[src/rtl/frame_ctrl_pkg.sv]
// Shared types and widths for the frame_ctrl double-buffer controller.
package frame_ctrl_pkg;

  localparam int unsigned STATE_W = 2;
  localparam int unsigned CNT_W   = 8;

  typedef enum logic [STATE_W-1:0] {
    S_ARM       = STATE_W'(0),
    S_CAPTURE   = STATE_W'(1),
    S_WAIT_SWAP = STATE_W'(2),
    S_FROZEN    = STATE_W'(3)
  } state_e;

endpackage

[src/rtl/frame_ctrl_if.sv]
// Camera/display side signal bundle of frame_ctrl; slave = controller, master = environment.
interface frame_ctrl_if
  import frame_ctrl_pkg::*;
#(
  parameter int unsigned C_NB_IMG_PXLS = 14
);

  logic                     cap_we;
  logic [C_NB_IMG_PXLS-1:0] cap_addr;
  logic                     disp_frame_end;
  logic                     freeze;
  logic                     snap;
  logic                     wea0;
  logic                     wea1;
  logic                     rd_sel;
  logic                     addr_err;
  logic [STATE_W-1:0]       state_dbg;
  logic [CNT_W-1:0]         frames_done;
  logic [CNT_W-1:0]         frames_dropped;

  modport master (
    output cap_we, cap_addr, disp_frame_end, freeze, snap,
    input  wea0, wea1, rd_sel, addr_err, state_dbg, frames_done, frames_dropped
  );

  modport slave (
    input  cap_we, cap_addr, disp_frame_end, freeze, snap,
    output wea0, wea1, rd_sel, addr_err, state_dbg, frames_done, frames_dropped
  );

endinterface

[src/rtl/frame_ctrl_satcnt.sv]
// Event counter that sticks at its all-ones value instead of wrapping.
module frame_ctrl_satcnt
  import frame_ctrl_pkg::*;
#(
  parameter int unsigned W = CNT_W
) (
  input  logic         clk,
  input  logic         rst,
  input  logic         i_inc,
  output logic [W-1:0] o_cnt
);

  logic [W-1:0] r_cnt;

  always_ff @(posedge clk or negedge rst) begin
    if (!rst) begin
      r_cnt <= '0;
    end else if (i_inc && (r_cnt != '1)) begin
      r_cnt <= r_cnt + W'(1);
    end
  end

  assign o_cnt = r_cnt;

endmodule

[src/rtl/frame_ctrl.sv]
// Double-buffered camera frame controller with freeze/snap; statistics counters
// are built only when FRAME_CTRL_STATS_EN is defined.
module frame_ctrl
  import frame_ctrl_pkg::*;
#(
  parameter int unsigned C_IMG_PXLS    = 10800,
  parameter int unsigned C_NB_IMG_PXLS = 14
) (
  input  logic         clk,
  input  logic         rst,
  frame_ctrl_if.slave  bus
);

  localparam logic [C_NB_IMG_PXLS-1:0] LAST_ADDR = C_NB_IMG_PXLS'(C_IMG_PXLS - 1);

  state_e r_state;
  state_e w_state_nxt;
  logic   r_rd_sel;
  logic   r_snap_mode;
  logic   r_addr_err;

  logic   w_addr_zero;
  logic   w_addr_last;
  logic   w_addr_ok;
  logic   w_frame_start;
  logic   w_arm_go;
  logic   w_wr_en;
  logic   w_swap;
  logic   w_bad_wr;

  assign w_addr_zero   = (bus.cap_addr == '0);
  assign w_addr_last   = (bus.cap_addr == LAST_ADDR);
  assign w_addr_ok     = (32'(bus.cap_addr) < C_IMG_PXLS);
  assign w_frame_start = bus.cap_we && w_addr_zero;
  // A snap request overrides freeze for exactly one frame start.
  assign w_arm_go      = (r_state == S_ARM) && w_frame_start && (!bus.freeze || r_snap_mode);
  assign w_wr_en       = bus.cap_we && w_addr_ok && ((r_state == S_CAPTURE) || w_arm_go);
  assign w_swap        = (r_state == S_WAIT_SWAP) && bus.disp_frame_end;
  assign w_bad_wr      = (r_state == S_CAPTURE) && bus.cap_we && !w_addr_ok;

  // State register
  always_ff @(posedge clk or negedge rst) begin
    if (!rst) begin
      r_state <= S_ARM;
    end else begin
      r_state <= w_state_nxt;
    end
  end

  // Next-state decode
  always_comb begin
    w_state_nxt = r_state;
    case (r_state)
      S_ARM: begin
        if (w_arm_go) begin
          w_state_nxt = S_CAPTURE;
        end else if (w_frame_start) begin
          w_state_nxt = S_FROZEN;
        end
      end
      S_CAPTURE: begin
        if (w_wr_en && w_addr_last) begin
          w_state_nxt = S_WAIT_SWAP;
        end
      end
      S_WAIT_SWAP: begin
        if (w_swap) begin
          w_state_nxt = (bus.freeze || r_snap_mode) ? S_FROZEN : S_ARM;
        end
      end
      S_FROZEN: begin
        if (!bus.freeze || bus.snap) begin
          w_state_nxt = S_ARM;
        end
      end
      default: w_state_nxt = S_ARM;
    endcase
  end

  // Output decode: the write buffer is always the one not being displayed
  always_comb begin
    bus.wea0      = 1'b0;
    bus.wea1      = 1'b0;
    bus.state_dbg = r_state;
    if (w_wr_en) begin
      if (r_rd_sel) begin
        bus.wea0 = 1'b1;
      end else begin
        bus.wea1 = 1'b1;
      end
    end
  end

  // Buffer select, snap-mode and sticky error flags
  always_ff @(posedge clk or negedge rst) begin
    if (!rst) begin
      r_rd_sel    <= 1'b0;
      r_snap_mode <= 1'b0;
      r_addr_err  <= 1'b0;
    end else begin
      if (w_swap) begin
        r_rd_sel <= ~r_rd_sel;
      end
      if (w_bad_wr) begin
        r_addr_err <= 1'b1;
      end
      if (r_state == S_FROZEN) begin
        if (!bus.freeze) begin
          r_snap_mode <= 1'b0;
        end else if (bus.snap) begin
          r_snap_mode <= 1'b1;
        end
      end
    end
  end

  assign bus.rd_sel   = r_rd_sel;
  assign bus.addr_err = r_addr_err;

`ifdef FRAME_CTRL_STATS_EN
  logic w_drop;

  // A new frame arriving while the finished one waits for display is lost.
  assign w_drop = (r_state == S_WAIT_SWAP) && w_frame_start;

  frame_ctrl_satcnt #(.W(CNT_W)) u_done_cnt (
    .clk   (clk),
    .rst   (rst),
    .i_inc (w_swap),
    .o_cnt (bus.frames_done)
  );

  frame_ctrl_satcnt #(.W(CNT_W)) u_drop_cnt (
    .clk   (clk),
    .rst   (rst),
    .i_inc (w_drop),
    .o_cnt (bus.frames_dropped)
  );
`else
  assign bus.frames_done    = '0;
  assign bus.frames_dropped = '0;
`endif

endmodule

[src/flat_wrapper.sv]
// flat-port wrapper written by rule: the top's interface ports become plain ports
module frame_ctrl_flat import frame_ctrl_pkg::*;
#(
  parameter int unsigned C_IMG_PXLS    = 10800,
  parameter int unsigned C_NB_IMG_PXLS = 14
)
  (clk, rst, bus_cap_we, bus_cap_addr, bus_disp_frame_end, bus_freeze, bus_snap, bus_wea0, bus_wea1, bus_rd_sel, bus_addr_err, bus_state_dbg, bus_frames_done, bus_frames_dropped);
  frame_ctrl_if #(.C_NB_IMG_PXLS(C_NB_IMG_PXLS)) bus_i ();
  input  logic clk;
  input  logic rst;
  input wire logic [$bits(bus_i.cap_we)-1:0] bus_cap_we;
  input wire logic [$bits(bus_i.cap_addr)-1:0] bus_cap_addr;
  input wire logic [$bits(bus_i.disp_frame_end)-1:0] bus_disp_frame_end;
  input wire logic [$bits(bus_i.freeze)-1:0] bus_freeze;
  input wire logic [$bits(bus_i.snap)-1:0] bus_snap;
  output wire logic [$bits(bus_i.wea0)-1:0] bus_wea0;
  output wire logic [$bits(bus_i.wea1)-1:0] bus_wea1;
  output wire logic [$bits(bus_i.rd_sel)-1:0] bus_rd_sel;
  output wire logic [$bits(bus_i.addr_err)-1:0] bus_addr_err;
  output wire logic [$bits(bus_i.state_dbg)-1:0] bus_state_dbg;
  output wire logic [$bits(bus_i.frames_done)-1:0] bus_frames_done;
  output wire logic [$bits(bus_i.frames_dropped)-1:0] bus_frames_dropped;
  assign bus_i.cap_we = bus_cap_we;
  assign bus_i.cap_addr = bus_cap_addr;
  assign bus_i.disp_frame_end = bus_disp_frame_end;
  assign bus_i.freeze = bus_freeze;
  assign bus_i.snap = bus_snap;
  assign bus_wea0 = bus_i.wea0;
  assign bus_wea1 = bus_i.wea1;
  assign bus_rd_sel = bus_i.rd_sel;
  assign bus_addr_err = bus_i.addr_err;
  assign bus_state_dbg = bus_i.state_dbg;
  assign bus_frames_done = bus_i.frames_done;
  assign bus_frames_dropped = bus_i.frames_dropped;
  frame_ctrl #(.C_IMG_PXLS(C_IMG_PXLS), .C_NB_IMG_PXLS(C_NB_IMG_PXLS)) u_core (.clk(clk), .rst(rst), .bus(bus_i));
endmodule
[config.mk]
export PLATFORM = sky130hd
export DESIGN_NAME = frame_ctrl_flat
export DESIGN_NICKNAME = d
export VERILOG_FILES = /design/src/rtl/frame_ctrl_pkg.sv /design/src/rtl/frame_ctrl_if.sv /design/src/rtl/frame_ctrl_satcnt.sv /design/src/rtl/frame_ctrl.sv /design/src/flat_wrapper.sv
export SDC_FILE = /design/constraint.sdc
export NUM_CORES = 1
export LEC_CHECK = 0
export CORE_MARGIN = 10
export CORE_UTILIZATION = 30
export CTS_BUF_LIST = sky130_fd_sc_hd__clkbuf_8 sky130_fd_sc_hd__clkbuf_16
export CTS_CLUSTER_DIAMETER = 120
export DETAILED_ROUTE_END_ITERATION = 12
export PLACE_DENSITY = 0.75
export SLEW_MARGIN = 20
export SYNTH_ARGS = -nofsm -noshare
export SYNTH_HDL_FRONTEND = slang
export SYNTH_SLANG_ARGS = --single-unit
[constraint.sdc]
create_clock -name clk -period 4.2 [get_ports clk]
set_input_delay 1.05 -clock clk [delete_from_list [all_inputs] [get_ports clk]]
set_output_delay 1.05 -clock clk [all_outputs]
set_load 0.01 [all_outputs]
---- After elaboration in Yosys (flattened, before gate mapping) ----
Cells that the tools add are included.
storage, ports and cells
  logic and storage cells ................. 47
  bits of input ports ..................... 20
  output and inout bits ................... 22
  register bits after elaboration ......... 5
cells by class
  magnitude comparators ................... 1
  bitwise gates (word level) .............. 1
  mux-type cells .......................... 13
  reductions and logical operators ........ 19
  equality and inequality tests ........... 9
operator list
  operator                number
  $eq A14 B14 Y1 const B  1
  $logic_not A14 Y1       1
  $lt A14 B14 Y1 const B  1
  $mux W2                 6
  $logic_and A1 B1 Y1     9
  $pmux W2 S4             1
  $mux W1                 6
  $ne A2 B1 Y1 const B    3
  $eq A2 B2 Y1 const B    2
  $logic_or A1 B1 Y1      4
  $reduce_and A4 Y1       1
  $ne A3 B1 Y1 const B    1
  $eq A2 B1 Y1 const B    1
  $logic_not A1 Y1        2
  $logic_not A2 Y1        1
  $ne A2 B2 Y1 const B    1
  $reduce_and A2 Y1       1
  $not A1 Y1              1

---- Longest topological paths before layout ----
  depth in word-level cells ............... 9
  gate-level depth with buffers ........... 5
  mapped depth without buffers ............ 4

---- Worst setup path after synthesis ----
No wires, ideal clock.
  kind .................................... input port to output port
  from .................................... input bus_cap_addr[4]
  to ...................................... output bus_wea0
  arrival ................................. 2.383 ns
  slack ................................... 0.767 ns
  buffers on the path ..................... 0
  data required time ...................... 3.150 ns
  stages on the path ...................... 4
  cell sequence ........................... or4b_4 > nor4_4 > a21oi_2 > nor4b_2
between the ends
  word-level cells in the longest chain between the ends .. 7
  elaborated cells between the ends (all ways) .. 9
  classes of those cells .................. order compare: 1; mux: 1; reduce/logical: 7
RTL lines
  element                                                                 line                RTL
  start, declared                                                         flat_wrapper.sv:12  input wire logic [$bits(bus_i.cap_addr)-1:0] bus_cap_addr;
  parallel branches: the longest is 5 deep, another holds $lt A14 B14 Y1  -
  $logic_and A1 B1 Y1 (*)                                                 frame_ctrl.sv:37    assign w_wr_en = bus.cap_we && w_addr_ok && ((r_state == S_CAPTURE) || w_arm_go);
  $mux W1 (*)                                                             frame_ctrl.sv:85    if (w_wr_en) begin
  end, declared                                                           flat_wrapper.sv:16  output wire logic [$bits(bus_i.wea0)-1:0] bus_wea0;
Every way passes the cells marked *.

---- Worst setup path in the final report ----
Ends and elaborated chain as after synthesis.

==> flow_summary.yaml <==
die:
  dieArea_mm2: 0.00382
  die_h_um: 61.8
  rows: 15
  die_width_um: 61.8
  initial_utilization_pct: 31.0
  coreArea_mm2: 0.00169
  io_pins: 42
timing:
  finClkSkew_ns: 0.00164
  timing.final.crit_share_pct: 97.5
  slew_violations: 0
  rsz0062_at_grt: "false"
  finalHoldViolations: 0
  period_needed_ns: 4.09
  fmax_ghz: 0.244
  setup_viol: 0
  fin_tns_setup_ns: 0
global_route:
  grt_pass1_vias: 553
  grt_pass1_wl_um: 2440
  antenna_found_initial: 0
  globalRouteTotalUtil_pct: 8.61
  grt-ovfl-total: 0
  grt_max_degree: 13
detailed_routing:
  vias_per_cell: 4.78
  via_count: 531
  drc: 0
  routed_wl_um: 1620
  highest_layer: "met3"
  wl_met1_um: 570
  wl_met3_um: 188
  antenna_left: 0
  wl_met2_um: 857
  drt_iter0_drc: 10
  avgRoutedWirePerCell_um: 14.6
  drt-pass1-iter-count: 4
worst_setup_path:
  crit_required_ns: 3.15
  start_kind: "input port"
  crit_type: "in -> out"
  cp-end-kind: "output pin"
  worst_ep_arrival_time_ns: 3.04
  worst-path-max-fanout: 2
power_and_ir_drop:
  total_leakage_power_nw: 0.380
  peakVddDrop_mv: 0.174
  finalPower_uw: 176
  powerDensity_mw_per_mm2: 216
hold_path:
  min_path_type: "reg -> reg"
synth:
  synthDistinctLibCells: 30
  synth_xor_area_share_pct: 1.67
  ys_ff_latch: 5
  synth_area_um2: 524
  ys_warn_count: 0
  synth_top_family_by_area: "simple AND/OR/NAND/NOR gates"
  synthCells: 61
  synth.area.mux_share_pct: 0
  ys_seq_area_share_pct: 23.9
  synth_area_per_cell_um2: 8.59
  yosys.area_share.adder_pct: 0
  synth-simple-area-share_pct: 32.2
  synth-compound-area-share_pct: 14.8
placement:
  port_buffers: 25
  hpwl_um: 1440
  postPlaceCellArea_um2: 772
  dp_cells: 107
  place.gp.congestion: 0.830
cts:
  numCtsBuffers: 3
  cts.clk_slew.worst_paths_ns: 0.03
  tritoncts: "built"
  worstSkewPairLatency_ns: 0.22
  clkSinkCount: 5
  cts_buffer_depth: 2
  cts_hold_buf: 0
  htreeDepth: 1
  cts_root_buffer: "clkbuf_8"
cells_and_area:
  antenna_cells: 0
  utilization_pct: 48.2
  stdcell_count: 111
  drive_above_1_share_pct: 16.0
  area_growth_pct: 55.4
  fill_cells: 164
  final_cell_area_um2: 815
  layout.nets: 115
run_status:
  status: "completed"
run:
  cap_violations: 0
report_power, final:
| group | leakage, nW | internal, mW | total (mW) | switching, mW |
|---|---|---|---|---|
| Clock | 0.0269 | 0.0625 | 0.0841 | 0.0217 |
| Sequential | 0.0698 | 0.0489 | 0.0494 | 0.000443 |
| Combinational | 0.284 | 0.0230 | 0.0423 | 0.0192 |
| Total | 0.380 | 0.134 | 0.176 | 0.0413 |
critical path, stage by stage:
cell and delay (ns):
clkdlybuf4s50_1 0.43, or4b_4 0.57, nor4_4 0.30, a21oi_2 0.11, nor4b_2 0.28, dlygate4sd2_1 0.30
routing by layer:
metal | vias up | global-route usage [%]
met5 | - | 0
met4 | 0 | 4.78
met3 | 0 | 3.66
met2 | 21 | 15.5
met1 | 257 | 7.99
li1 | 253 | -
kinds of logic (layout without fill, tap and decap cells):
kind of cell	Yosys count	count (layout)
simple gates	22	22
xor+xnor	1	1
compound gates	11	11
buf+inv	21	39
flops	5	5
other cells	1	16
final timing paths:
path	cells past startpoint	end	slack, ns	start
worst min register to register	1	u_core.bus.addr_err$_DFFE_PN0P_	0.47	u_core.bus.addr_err$_DFFE_PN0P_
worst max register to register	4	u_core.bus.state_dbg[1]$_DFFE_PN0P_	2.74	u_core.bus.state_dbg[0]$_DFFE_PN0P_
max in group asynchronous	1	u_core.bus.rd_sel$_DFFE_PN0P_	2.97	rst
min in group asynchronous	1	u_core.r_snap_mode$_DFFE_PN0P_	1.05	rst
worst max-delay path	6	bus_wea0	0.11	bus_cap_addr[4]
worst min-delay path	1	u_core.bus.addr_err$_DFFE_PN0P_	0.47	u_core.bus.addr_err$_DFFE_PN0P_
flip-flops by register name (all words and copies together) (netlist names):
signal,count
u_core.bus.addr_err,1
u_core.r_snap_mode,1
u_core.bus.state_dbg,2
u_core.bus.rd_sel,1
stage by stage:
step	hold slack, ns	setup WS, ns
4_1_cts	0.476	0.0978
3_3_place_gp	0.467	-0.148
5_1_grt	0.529	0.00170
3_5_place_dp	0.469	-0.175
2_1_floorplan	0.503	0.767
6_report	0.469	0.105
final cells by class:
type                       count  area, um^2  share of cell area, %
multi-input combinational     50         315                   38.7
timing repair buffer          31         293                   35.9
sequential                     5         125                   15.4
clock buffer                   3        41.3                   5.07
tap                           17        21.3                   2.61
inverter                       4        15.0                   1.84
clock inverter                 1        3.75                  0.461
repair_timing:
item | in CTS | in global routing
endpoints found under the setup margin | 2 | 0
setup buffers | 0 | 0
resized for setup | 2 | 0
hold endpoints to repair | 0 | 0
layout by cell type (no fill, tap or decap), drive strengths merged, types with 2 or more instances in the layout:
master,n
a21oi,3
a31oi,2
buf,6
clkbuf,3
clkdlybuf4s50,23
conb,16
dfrtp,5
dlygate4sd2,2
inv,5
nand2,3
nand2b,2
nor2b,2
nor3,3
nor4,2
or3,2
or4,2
cells in the mapped netlist:
master | count | share of area, %
a21oi_2 | 1 | 1.7
o21ai_0 | 1 | 0.95
buf_4 | 16 | 23
nor3_1 | 3 | 2.9
nand2b_1 | 2 | 2.4
nor4b_2 | 1 | 2.9
nand3_1 | 1 | 0.95
nor2b_1 | 2 | 2.4
a21oi_1 | 2 | 1.9
buf_2 | 1 | 0.95
a21o_1 | 1 | 1.4
xnor2_1 | 1 | 1.7
or3_4 | 1 | 2.1
nand2_1 | 3 | 2.1
a31oi_1 | 2 | 2.4
nand3b_1 | 1 | 1.4
conb_1 | 1 | 0.72
nand4_1 | 1 | 1.2
nor4_4 | 1 | 4.1
o22ai_1 | 1 | 1.2
inv_1 | 4 | 2.9
or4_1 | 2 | 2.9
or4b_4 | 1 | 2.6
a221oi_1 | 1 | 1.7
a32oi_1 | 1 | 1.7
or3_1 | 1 | 1.2
a41o_1 | 1 | 1.9
nor2_1 | 1 | 0.72
nor4_2 | 1 | 2.4
dfrtp_1 | 5 | 24
Note: power is estimated with default switching activity, not from simulation.
